$ cat src/rtl/pending_instr_tracker_if.sv
// Dispatch/retire event bus into the pending-instruction tracker and its status outputs.
interface pending_instr_tracker_if #(
   parameter int unsigned NUM_WARPS   = 4,
   parameter int unsigned ISSUE_WIDTH = 1,
   parameter int unsigned CTR_WIDTH   = 6
);
   localparam int unsigned NW_WIDTH  = (NUM_WARPS > 1) ? $clog2(NUM_WARPS) : 1;
   localparam int unsigned TOT_WIDTH = CTR_WIDTH + NW_WIDTH;

   logic [ISSUE_WIDTH-1:0]          issue_valid;
   logic [ISSUE_WIDTH*NW_WIDTH-1:0] issue_wid;
   logic [ISSUE_WIDTH-1:0]          committed;
   logic [ISSUE_WIDTH*NW_WIDTH-1:0] committed_wid;

   logic [NUM_WARPS-1:0]            pending;
   logic [NUM_WARPS-1:0]            full;
   logic                            drained;
   logic [TOT_WIDTH-1:0]            total_pending;
   logic                            error;

   // Issue/commit side: drives events, observes tracker status
   modport master (
      output issue_valid, issue_wid, committed, committed_wid,
      input  pending, full, drained, total_pending, error
   );

   // Tracker side
   modport slave (
      input  issue_valid, issue_wid, committed, committed_wid,
      output pending, full, drained, total_pending, error
   );
endinterface

$ cat src/rtl/pending_instr_tracker.sv
// Per-warp saturating in-flight instruction counters with pending/full/drained
// status decoded from the counter registers only.
module pending_instr_tracker #(
   parameter int unsigned NUM_WARPS   = 4,
   parameter int unsigned ISSUE_WIDTH = 1,
   parameter int unsigned CTR_WIDTH   = 6
) (
   input logic                   clk,
   input logic                   reset,
   pending_instr_tracker_if.slave bus
);
   localparam int unsigned NW_WIDTH  = (NUM_WARPS > 1) ? $clog2(NUM_WARPS) : 1;
   localparam int unsigned TOT_WIDTH = CTR_WIDTH + NW_WIDTH;
   // Two extra bits: one for headroom above MAX, one as sign for underflow
   localparam int unsigned SUM_WIDTH = CTR_WIDTH + 2;
   localparam int unsigned MAX       = (1 << CTR_WIDTH) - 1;
   localparam int unsigned FULL_THR  = MAX - ISSUE_WIDTH;

   logic [CTR_WIDTH-1:0] counter_q [NUM_WARPS];
   logic [CTR_WIDTH-1:0] counter_d [NUM_WARPS];
   logic                 error_q;
   logic                 error_d;

   logic [NUM_WARPS-1:0] pending_c;
   logic [NUM_WARPS-1:0] full_c;
   logic [TOT_WIDTH-1:0] total_c;

   // State registers; reset discards every outstanding count
   always_ff @(posedge clk or negedge reset) begin
      if (!reset) begin
         for (int w = 0; w < NUM_WARPS; w++) counter_q[w] <= '0;
         error_q <= 1'b0;
      end else begin
         for (int w = 0; w < NUM_WARPS; w++) counter_q[w] <= counter_d[w];
         error_q <= error_d;
      end
   end

   // Next counter per warp: count lane hits, apply net change, saturate and flag
   always_comb begin
      logic [SUM_WIDTH-1:0] inc;
      logic [SUM_WIDTH-1:0] dec;
      logic [SUM_WIDTH-1:0] nxt;
      error_d = error_q;
      inc     = '0;
      dec     = '0;
      nxt     = '0;
      for (int w = 0; w < NUM_WARPS; w++) begin
         inc = '0;
         dec = '0;
         // Out-of-range warp ids never match any w, so they are dropped silently
         for (int i = 0; i < ISSUE_WIDTH; i++) begin
            if (bus.issue_valid[i] &&
                (bus.issue_wid[i*NW_WIDTH +: NW_WIDTH] == NW_WIDTH'(w)))
               inc = inc + SUM_WIDTH'(1);
            if (bus.committed[i] &&
                (bus.committed_wid[i*NW_WIDTH +: NW_WIDTH] == NW_WIDTH'(w)))
               dec = dec + SUM_WIDTH'(1);
         end
         nxt          = SUM_WIDTH'(counter_q[w]) + inc - dec;
         counter_d[w] = nxt[CTR_WIDTH-1:0];
         if (nxt[SUM_WIDTH-1]) begin
            counter_d[w] = '0;
            error_d      = 1'b1;
         end else if (nxt > SUM_WIDTH'(MAX)) begin
            counter_d[w] = CTR_WIDTH'(MAX);
            error_d      = 1'b1;
         end
      end
   end

   // Status decode from counter registers
   always_comb begin
      pending_c = '0;
      full_c    = '0;
      total_c   = '0;
      for (int w = 0; w < NUM_WARPS; w++) begin
         pending_c[w] = |counter_q[w];
         full_c[w]    = counter_q[w] > CTR_WIDTH'(FULL_THR);
         total_c      = total_c + TOT_WIDTH'(counter_q[w]);
      end
   end

   assign bus.pending       = pending_c;
   assign bus.full          = full_c;
   assign bus.drained       = ~|pending_c;
   assign bus.total_pending = total_c;
   assign bus.error         = error_q;

endmodule

$ cat src/flat_wrapper.sv
// flat-port wrapper written by rule: the top's interface ports become plain ports
module pending_instr_tracker_flat 
#(
   parameter int unsigned NUM_WARPS   = 4,
   parameter int unsigned ISSUE_WIDTH = 1,
   parameter int unsigned CTR_WIDTH   = 6
)
  (clk, reset, bus_issue_valid, bus_issue_wid, bus_committed, bus_committed_wid, bus_pending, bus_full, bus_drained, bus_total_pending, bus_error);
  pending_instr_tracker_if #(.NUM_WARPS(NUM_WARPS), .ISSUE_WIDTH(ISSUE_WIDTH), .CTR_WIDTH(CTR_WIDTH)) bus_i ();
  input logic clk;
  input logic reset;
  input wire logic [$bits(bus_i.issue_valid)-1:0] bus_issue_valid;
  input wire logic [$bits(bus_i.issue_wid)-1:0] bus_issue_wid;
  input wire logic [$bits(bus_i.committed)-1:0] bus_committed;
  input wire logic [$bits(bus_i.committed_wid)-1:0] bus_committed_wid;
  output wire logic [$bits(bus_i.pending)-1:0] bus_pending;
  output wire logic [$bits(bus_i.full)-1:0] bus_full;
  output wire logic [$bits(bus_i.drained)-1:0] bus_drained;
  output wire logic [$bits(bus_i.total_pending)-1:0] bus_total_pending;
  output wire logic [$bits(bus_i.error)-1:0] bus_error;
  assign bus_i.issue_valid = bus_issue_valid;
  assign bus_i.issue_wid = bus_issue_wid;
  assign bus_i.committed = bus_committed;
  assign bus_i.committed_wid = bus_committed_wid;
  assign bus_pending = bus_i.pending;
  assign bus_full = bus_i.full;
  assign bus_drained = bus_i.drained;
  assign bus_total_pending = bus_i.total_pending;
  assign bus_error = bus_i.error;
  pending_instr_tracker #(.NUM_WARPS(NUM_WARPS), .ISSUE_WIDTH(ISSUE_WIDTH), .CTR_WIDTH(CTR_WIDTH)) u_core (.clk(clk), .reset(reset), .bus(bus_i));
endmodule
$ cat config.mk
export PLATFORM = sky130hd
export DESIGN_NAME = pending_instr_tracker_flat
export DESIGN_NICKNAME = d
export VERILOG_FILES = /design/src/rtl/pending_instr_tracker_if.sv /design/src/rtl/pending_instr_tracker.sv /design/src/flat_wrapper.sv
export SDC_FILE = /design/constraint.sdc
export NUM_CORES = 1
export LEC_CHECK = 0
export BUFFER_PORTS_ARGS = -buffer_cell sky130_fd_sc_hd__buf_2
export CORE_AREA = 4 4 71 73
export DETAILED_ROUTE_END_ITERATION = 8
export DIE_AREA = 0 0 75 77
export GPL_TIMING_DRIVEN = 0
export PLACE_DENSITY = 0.84
export SLEW_MARGIN = 20
export SYNTH_ARGS = -nofsm -noshare
export SYNTH_HDL_FRONTEND = slang
export SYNTH_SLANG_ARGS = --single-unit
$ cat constraint.sdc
create_clock -name clk -period 7.8 [get_ports clk]
set_input_delay 1.56 -clock clk [delete_from_list [all_inputs] [get_ports clk]]
set_output_delay 1.56 -clock clk [all_outputs]
set_load 0.005 [all_outputs]
* After elaboration in Yosys (flattened, before gate mapping) *
Cells that the tools add are included.

word-level totals
  bits in registers = 25
  output and inout bits = 18
  logic and storage cells = 71

operators by class
  reduce and logical (&&, ||, !) cells = 17
  eq/ne operators = 6
  add/subtract/negate cells = 11
  $lt $le $gt $ge = 8
  mux-type cells = 24

operators with widths
  operator                                            count
  2-to-1 mux 6 bit                                    8
  > comparator 8 x 6 -> 1 bit, second input constant  4
  subtractor 8 x 1 -> 8 bit                           4
  > comparator 6 bit, second input constant           4
  OR reduction 24 bit                                 1
  OR reduction 6 bit                                  4
  adder 6 x 1 -> 7 bit                                3
  adder 8 x 6 -> 8 bit                                2
  2-to-1 mux 1 bit                                    16
  adder 6 x 8 -> 8 bit                                1
  == test 2 bit, second input constant                4
  logical AND 1 bit                                   8
  nonzero test 8 bit                                  1
  adder 6 x 6 -> 7 bit                                1
  == test 2 x 1 -> 1 bit, second input constant       2
  logical NOT 2 bit                                   2
  logical NOT 1 bit                                   1

* Logic depth before layout (Yosys ltp) *
Gate-level depths: netlist of the first run.

  word-level depth = 14
  mapped depth = 14
  depth with buffers taken out = 14

* Least setup slack after synthesis of the first run *
OpenSTA, ideal clock, no wires.

  kind = register to output
  start point = register u_core.counter_q[12] (netlist bit)
  end point = output port bus_total_pending[6]
  cell stages (with the launch flop) = 13
  slack = 3528 ps
  data arrival time = 2712 ps
  path through = dfrtp_1 ha_1 inv_1 fa_1 xor2_1 fa_1 inv_1 ha_1 a21o_1 a21oi_1 o21bai_1 a21oi_1 xnor2_1

between the ends
  cells in the longest elaborated chain, start to end = 3

ends and longest elaborated chain
  item                               line                         source
  start: declaration                 pending_instr_tracker.sv:19  logic [CTR_WIDTH-1:0] counter_q [NUM_WARPS];
  adder 6 x 6 -> 7 bit               pending_instr_tracker.sv:80  total_c = total_c + TOT_WIDTH'(counter_q[w]);
  adder 8 x 6 -> 8 bit (2 in a row)  pending_instr_tracker.sv:80
  end: declaration                   flat_wrapper.sv:19           output wire logic [$bits(bus_i.total_pending)-1:0] bus_total_pending;

Every way passes these cells.

* Worst setup path after layout of the first run *
  start point = register u_core.counter_q[13] (netlist bit)
  end point = output port bus_total_pending[7]

The elaborated chain is that of the path after synthesis.

==> impl_metrics.tcl, run 1 <==
set metrics [dict create \
    fillers 341 \
    yosys-top-cells-area "dfrtp_1, ha_1, fa_1" \
    cts_root_buf "clkbuf_8" \
    cts_buffers 3 \
    final_common_cell "inv_1" \
    slowest_delay_ns 0.52 \
    synth-async-reset-ratio_pct 100 \
    synth_seq_cells 25 \
    antenna_found_initial 0 \
    vias 2324 \
    final.period_utilization_pct 63.2 \
    synth_top_area_share_pct 22.6 \
    die_x_um 75 \
    clk_path_buf_depth 2 \
    nNetsFinal 404 \
    via_per_inst 5.78 \
    required_ns 6.24 \
    synthFlopType "dfrtp_1" \
    finClkSkew_ns 0.00181 \
    cts.clk_slew.worst_paths_ns 0.09 \
    ios 26 \
    synth-edff-count 0 \
    cp.arrival_ns 3.37 \
    routed_wl_mm 5.88 \
    critPathLaunchType "flip-flop" \
    cap_violations 0 \
    yosysUniqueCellTypes 53 \
    diodes 0 \
    hold_viol 0 \
    drtPass1Iterations 4 \
    yosys.area.top_type "dfrtp_1" \
    ant_nets 0 \
    insertion_delay_ns 0.27 \
    clock_sinks 25 \
    portBuffers 25 \
    netlist_area_um2 2770 \
    ctsHoldBuffers 0 \
    h-tree-depth 1 \
    hpwlAfterDp_mm 4.76 \
    dieArea_um2 5780 \
    cts_tree "yes" \
    setup_viol 0 \
    area_growth_pct 8.50 \
    ys_warn_count 0 \
    postCtsSetupBuffers 0 \
    finalCriticalPeriod_ns 4.93 \
    num_rows 24 \
    worst_pin_slew_ns 0.708 \
    synth.avg_cell_area_um2 8.62 \
    crit_buf_inv 5 \
    grt_pass1_wl_mm 10.0 \
    critical_path_class "flip-flop to output port" \
    setup_tns_ns 0 \
    fmax_mhz 203 \
    grt_use_total_pct 21.7 \
    wl_per_cell_um 14.6 \
    grt_max_degree 26 \
    crit_chain "inv_1 > fa_1 > inv_1 > a21oi_1 > o21bai_1 > xnor2_1 > fa_1 > inv_1 > ha_1 > inv_1 > o21bai_1 > a21o_1 > a21o_1 > buf_2" \
    end_kind "output port" \
    gr-total-overflow 0 \
    synth_seq_area_share_pct 22.6 \
    cp_top_family "adder cells" \
    core_area_um2 4350 \
    drc_errors 0 \
    start_util_pct 63.6 \
    max_slew_margin_pct 52.7 \
    final_cell_mix "inv_1, ha_1, a21oi_1, buf_2, dfrtp_1" \
    status "complete, no violations" \
    syn_inst 321 \
    cp_common_cell "inv_1" \
    cpMaxStageDelayCell "dfrtp_1" \
    hold_class "flip-flop to flip-flop" \
    syn_nets 374 \
    grt_pass1_vias 2278 \
    die_h_um 77 \
    drtIter0Drc 121 \
    crit_path_max_fanout 9 \
    drive_gt1_share_pct 12.6 \
    gp_congestion 0.846 \
    cts-resized-gates 0 \
    rsz0062_at_grt "no" \
    maxSlewViolCount 0 \
]
layer usage:
metal  up-vias  GRT usage [%]  part of all wire [%]
met5         -              0                     0
met4         0           5.16                   1.3
met1      1098           28.3                    46
met3         7           2.22                   3.7
met2        49           37.7                    48
li1       1170              -                     -
worst reg2reg max path, delay by kind of cell, from the launching register on:
kind | cells | cell delay (ns)
AOI/OAI and AO/OA | 2 | 0.52
adders and majority gates | 3 | 0.70
and+or+nand+nor | 3 | 0.47
buffers and inverters | 2 | 0.33
DFF | 1 | 0.43
final timing paths:
check	start	end	slack (ns)	depth (start not counted)
hold / removal	u_core.bus.error$_DFFE_PN0P_	u_core.bus.error$_DFFE_PN0P_	0.53	2
hold reg to reg	u_core.bus.error$_DFFE_PN0P_	u_core.bus.error$_DFFE_PN0P_	0.53	2
max in group asynchronous	reset	u_core.counter_q[11]$_DFF_PN0_	6.12	1
setup reg to reg	u_core.counter_q[6]$_DFF_PN0_	u_core.bus.error$_DFFE_PN0P_	5.22	10
setup / recovery	u_core.counter_q[13]$_DFF_PN0_	bus_total_pending[7]	2.87	14
min in group asynchronous	reset	u_core.counter_q[16]$_DFF_PN0_	1.29	1
layout make-up:
class	instances	area, µm²	share of cell area (%)
multi-input combinational	241	1920	64.0
sequential	25	626	20.8
inverter	47	176	5.87
timing repair buffer	25	125	4.17
tap	52	65.1	2.17
clock buffer	4	45.0	1.50
buffer	8	43.8	1.46
cells in the mapped netlist, types with 2 or more instances:
cell type / number
nor4b_1: 3
nor3b_1: 6
xnor2_1: 18
nor4_1: 2
a31oi_1: 2
or3_1: 2
clkbuf_2: 2
mux2i_1: 3
fa_1: 9
a21boi_0: 6
o211ai_1: 4
ha_1: 36
or2_2: 3
a211oi_1: 3
a21oi_1: 28
nor3_1: 4
inv_1: 47
a21o_1: 7
and3_1: 6
o21a_1: 2
clkbuf_1: 2
o22a_1: 3
nand2b_1: 2
nand2_1: 20
nand3_1: 6
nand4_1: 5
and4_1: 2
dfrtp_1: 25
buf_2: 3
nor2_1: 13
nor2b_1: 5
and2_1: 3
o21ai_0: 6
o21bai_1: 4
xor2_1: 11
per-stage QoR:
| stage | util [%] | hold slack (ns) | cell area, µm² | worst slack (ns) | std cells |
|---|---|---|---|---|---|
| finish | 69.0 | 0.532 | 3000 | 2.87 | 402 |
| global route | 69.0 | 0.570 | 3000 | 2.64 | 402 |
| CTS | 69.0 | 0.538 | 3000 | 2.86 | 402 |
| detailed placement | 67.9 | 0.509 | 2960 | 3.20 | 398 |
| global placement | 67.9 | 0.492 | 2960 | 3.25 | 398 |
| floorplan | - | 0.494 | 2770 | 3.53 | 321 |
registers in the layout, indices dropped and copies added, names as in the netlist:
| register | cells |
|---|---|
| u_core.counter_q | 24 |
| u_core.bus.error | 1 |
logic make-up after synthesis:
logic type | after synthesis | synth area share, %
simple gates | 88 | 17.9
compound gates | 75 | 18.0
buf+inv | 55 | 7.96
fa+ha+maj | 45 | 22.8
xor+xnor | 29 | 9.18
flops | 25 | 22.6
mux | 4 | 1.49
Power of run 1 is not shown: default switching activity piles up to over one toggle a cycle in this logic, so the estimate is an artifact.
==> run 2, diff against run 1 <==
Settings changed: CORE_AREA 4 4 71 73 to 4 4 76 78, DIE_AREA 0 0 75 77 to 0 0 80 82, PLACE_DENSITY 0.84 to 0.77.
Clock period 7.8 ns to 4.3 ns, I/O delays scaled along.
==> impl_metrics.tcl, run 2 (synthesis gave the netlist of run 1 again) <==
set metrics [dict create \
    status "complete, no violations" \
    grt_pass1_vias 2218 \
    worstReg2RegEnd "u_core.bus.error$_DFFE_PN0P_" \
    crit_path_max_fanout 3 \
    portBuffers 25 \
    setup_viol 0 \
    worst_pin_slew_ns 0.658 \
    cts_buffers 3 \
    gp_congestion 0.883 \
    cp_top_family "adder cells" \
    antenna_found_initial 0 \
    diodes 0 \
    final_area_um2 3070 \
    insertion_delay_ns 0.27 \
    ctsHoldBuffers 0 \
    hold_slack_ns 0.510 \
    drive_gt1_share_pct 15.0 \
    critPathLaunch "u_core.counter_q[12]$_DFF_PN0_" \
    clock_sinks 25 \
    hold_class "flip-flop to flip-flop" \
    worstSetupEndpoint "bus_total_pending[7]" \
    dieArea_um2 6560 \
    cts.clk_slew.worst_paths_ns 0.09 \
    die_h_um 82 \
    cpMaxStageDelayCell "fa_2" \
    wl_per_cell_um 13.7 \
    cp_common_cell "inv_1" \
    hold_viol 0 \
    area_growth_pct 10.9 \
    maxSlewViolCount 0 \
    cap_violations 0 \
    crit_buf_inv 5 \
    final.period_utilization_pct 96.8 \
    cp.arrival_ns 3.30 \
    clk_path_buf_depth 2 \
    cts_root_buf "clkbuf_8" \
    h-tree-depth 1 \
    via_per_inst 5.51 \
    end_kind "output port" \
    gr-total-overflow 0 \
    final_cell_mix "inv_1, ha_1, buf_2" \
    reg2reg_depth 10 \
    nNetsFinal 407 \
    worst_slack_ns 0.138 \
    r2r_start "u_core.counter_q[18]$_DFF_PN0_" \
    required_ns 3.44 \
    finClkSkew_ns 0.00524 \
    regToRegSetupSlack_ns 1.73 \
    ios 26 \
    utilization_pct 60.5 \
    ant_nets 0 \
    fillers 475 \
    die_x_um 80 \
    max_slew_margin_pct 56.1 \
    hpwlAfterDp_mm 4.71 \
    finalCriticalPeriod_ns 4.16 \
    grt_pass1_wl_mm 10.0 \
    crit_cells 14 \
    fmax_mhz 240 \
    vias 2330 \
    max_flop_register "u_core.counter_q" \
    core_area_um2 5070 \
    critPathLaunchType "flip-flop" \
    drtPass1Iterations 4 \
    crit_chain "ha_1 > inv_1 > fa_2 > fa_1 > inv_1 > ha_1 > inv_1 > fa_1 > inv_1 > a21oi_1 > o21bai_1 > a21o_1 > a21o_1 > buf_2" \
    routed_wl_mm 5.78 \
    drc_errors 0 \
    start_util_pct 54.5 \
    slowest_delay_ns 0.45 \
    drtIter0Drc 125 \
    grt_max_degree 26 \
    final_common_cell "inv_1" \
    grt_use_total_pct 19.3 \
    largest_register_ffs 24 \
    place_ws_ns 0.324 \
    placed_area_um2 2980 \
    num_rows 26 \
    cts_tree "yes" \
    critical_path_class "flip-flop to output port" \
]
[run 2: per-stage QoR]
step / TNS (ns) / std cells
2_1_floorplan: 0 / 321
4_1_cts: 0 / 420
3_3_place_gp: 0 / 416
6_report: 0 / 423
3_5_place_dp: 0 / 416
5_1_grt: -0.0164 / 423
[run 2: how the worst min path moves through the flow]
stage / cells after the start / slack [ns] / start / to
detailed placement: 2 / 0.49 / u_core.bus.error$_DFFE_PN0P_ / u_core.bus.error$_DFFE_PN0P_
global route: 2 / 0.55 / u_core.bus.error$_DFFE_PN0P_ / u_core.bus.error$_DFFE_PN0P_
global placement: 2 / 0.49 / u_core.bus.error$_DFFE_PN0P_ / u_core.bus.error$_DFFE_PN0P_
CTS: 2 / 0.52 / u_core.bus.error$_DFFE_PN0P_ / u_core.bus.error$_DFFE_PN0P_
finish: 2 / 0.51 / u_core.bus.error$_DFFE_PN0P_ / u_core.bus.error$_DFFE_PN0P_
floorplan: 2 / 0.49 / u_core.bus.error$_DFFE_PN0P_ / u_core.bus.error$_DFFE_PN0P_
[run 2: layout make-up]
cell class                 instances  area, µm²  share of cell area, %
sequential                        25        627                   20.4
buffer                             8       43.8                   1.43
clock buffer                       4       45.0                   1.47
timing repair buffer              28        148                   4.81
tap                               70       87.6                   2.85
multi-input combinational        241       1940                   63.3
inverter                          47        176                   5.75
[run 2: per-layer routing]
metal / vias to the layer above / share of wire [%] / track usage (%)
met5: - / 0 / 0
met4: 0 / 1.5 / 5.24
met3: 7 / 3.3 / 1.75
met2: 49 / 48 / 34.2
met1: 1098 / 47 / 25.1
li1: 1176 / - / -
[run 2: what timing repair did]
item	4_1_cts	5_1_grt
resized for setup	0	6
buffers inserted	0	3
setup endpoints to repair	0	3
[run 2: tightest hold or removal path: stages, from the launching register on]
cell and delay [ns]:
dfrtp_1 0.35, nor3b_1 0.05, nand4_1 0.07
Power of run 2 is left out for the same reason.
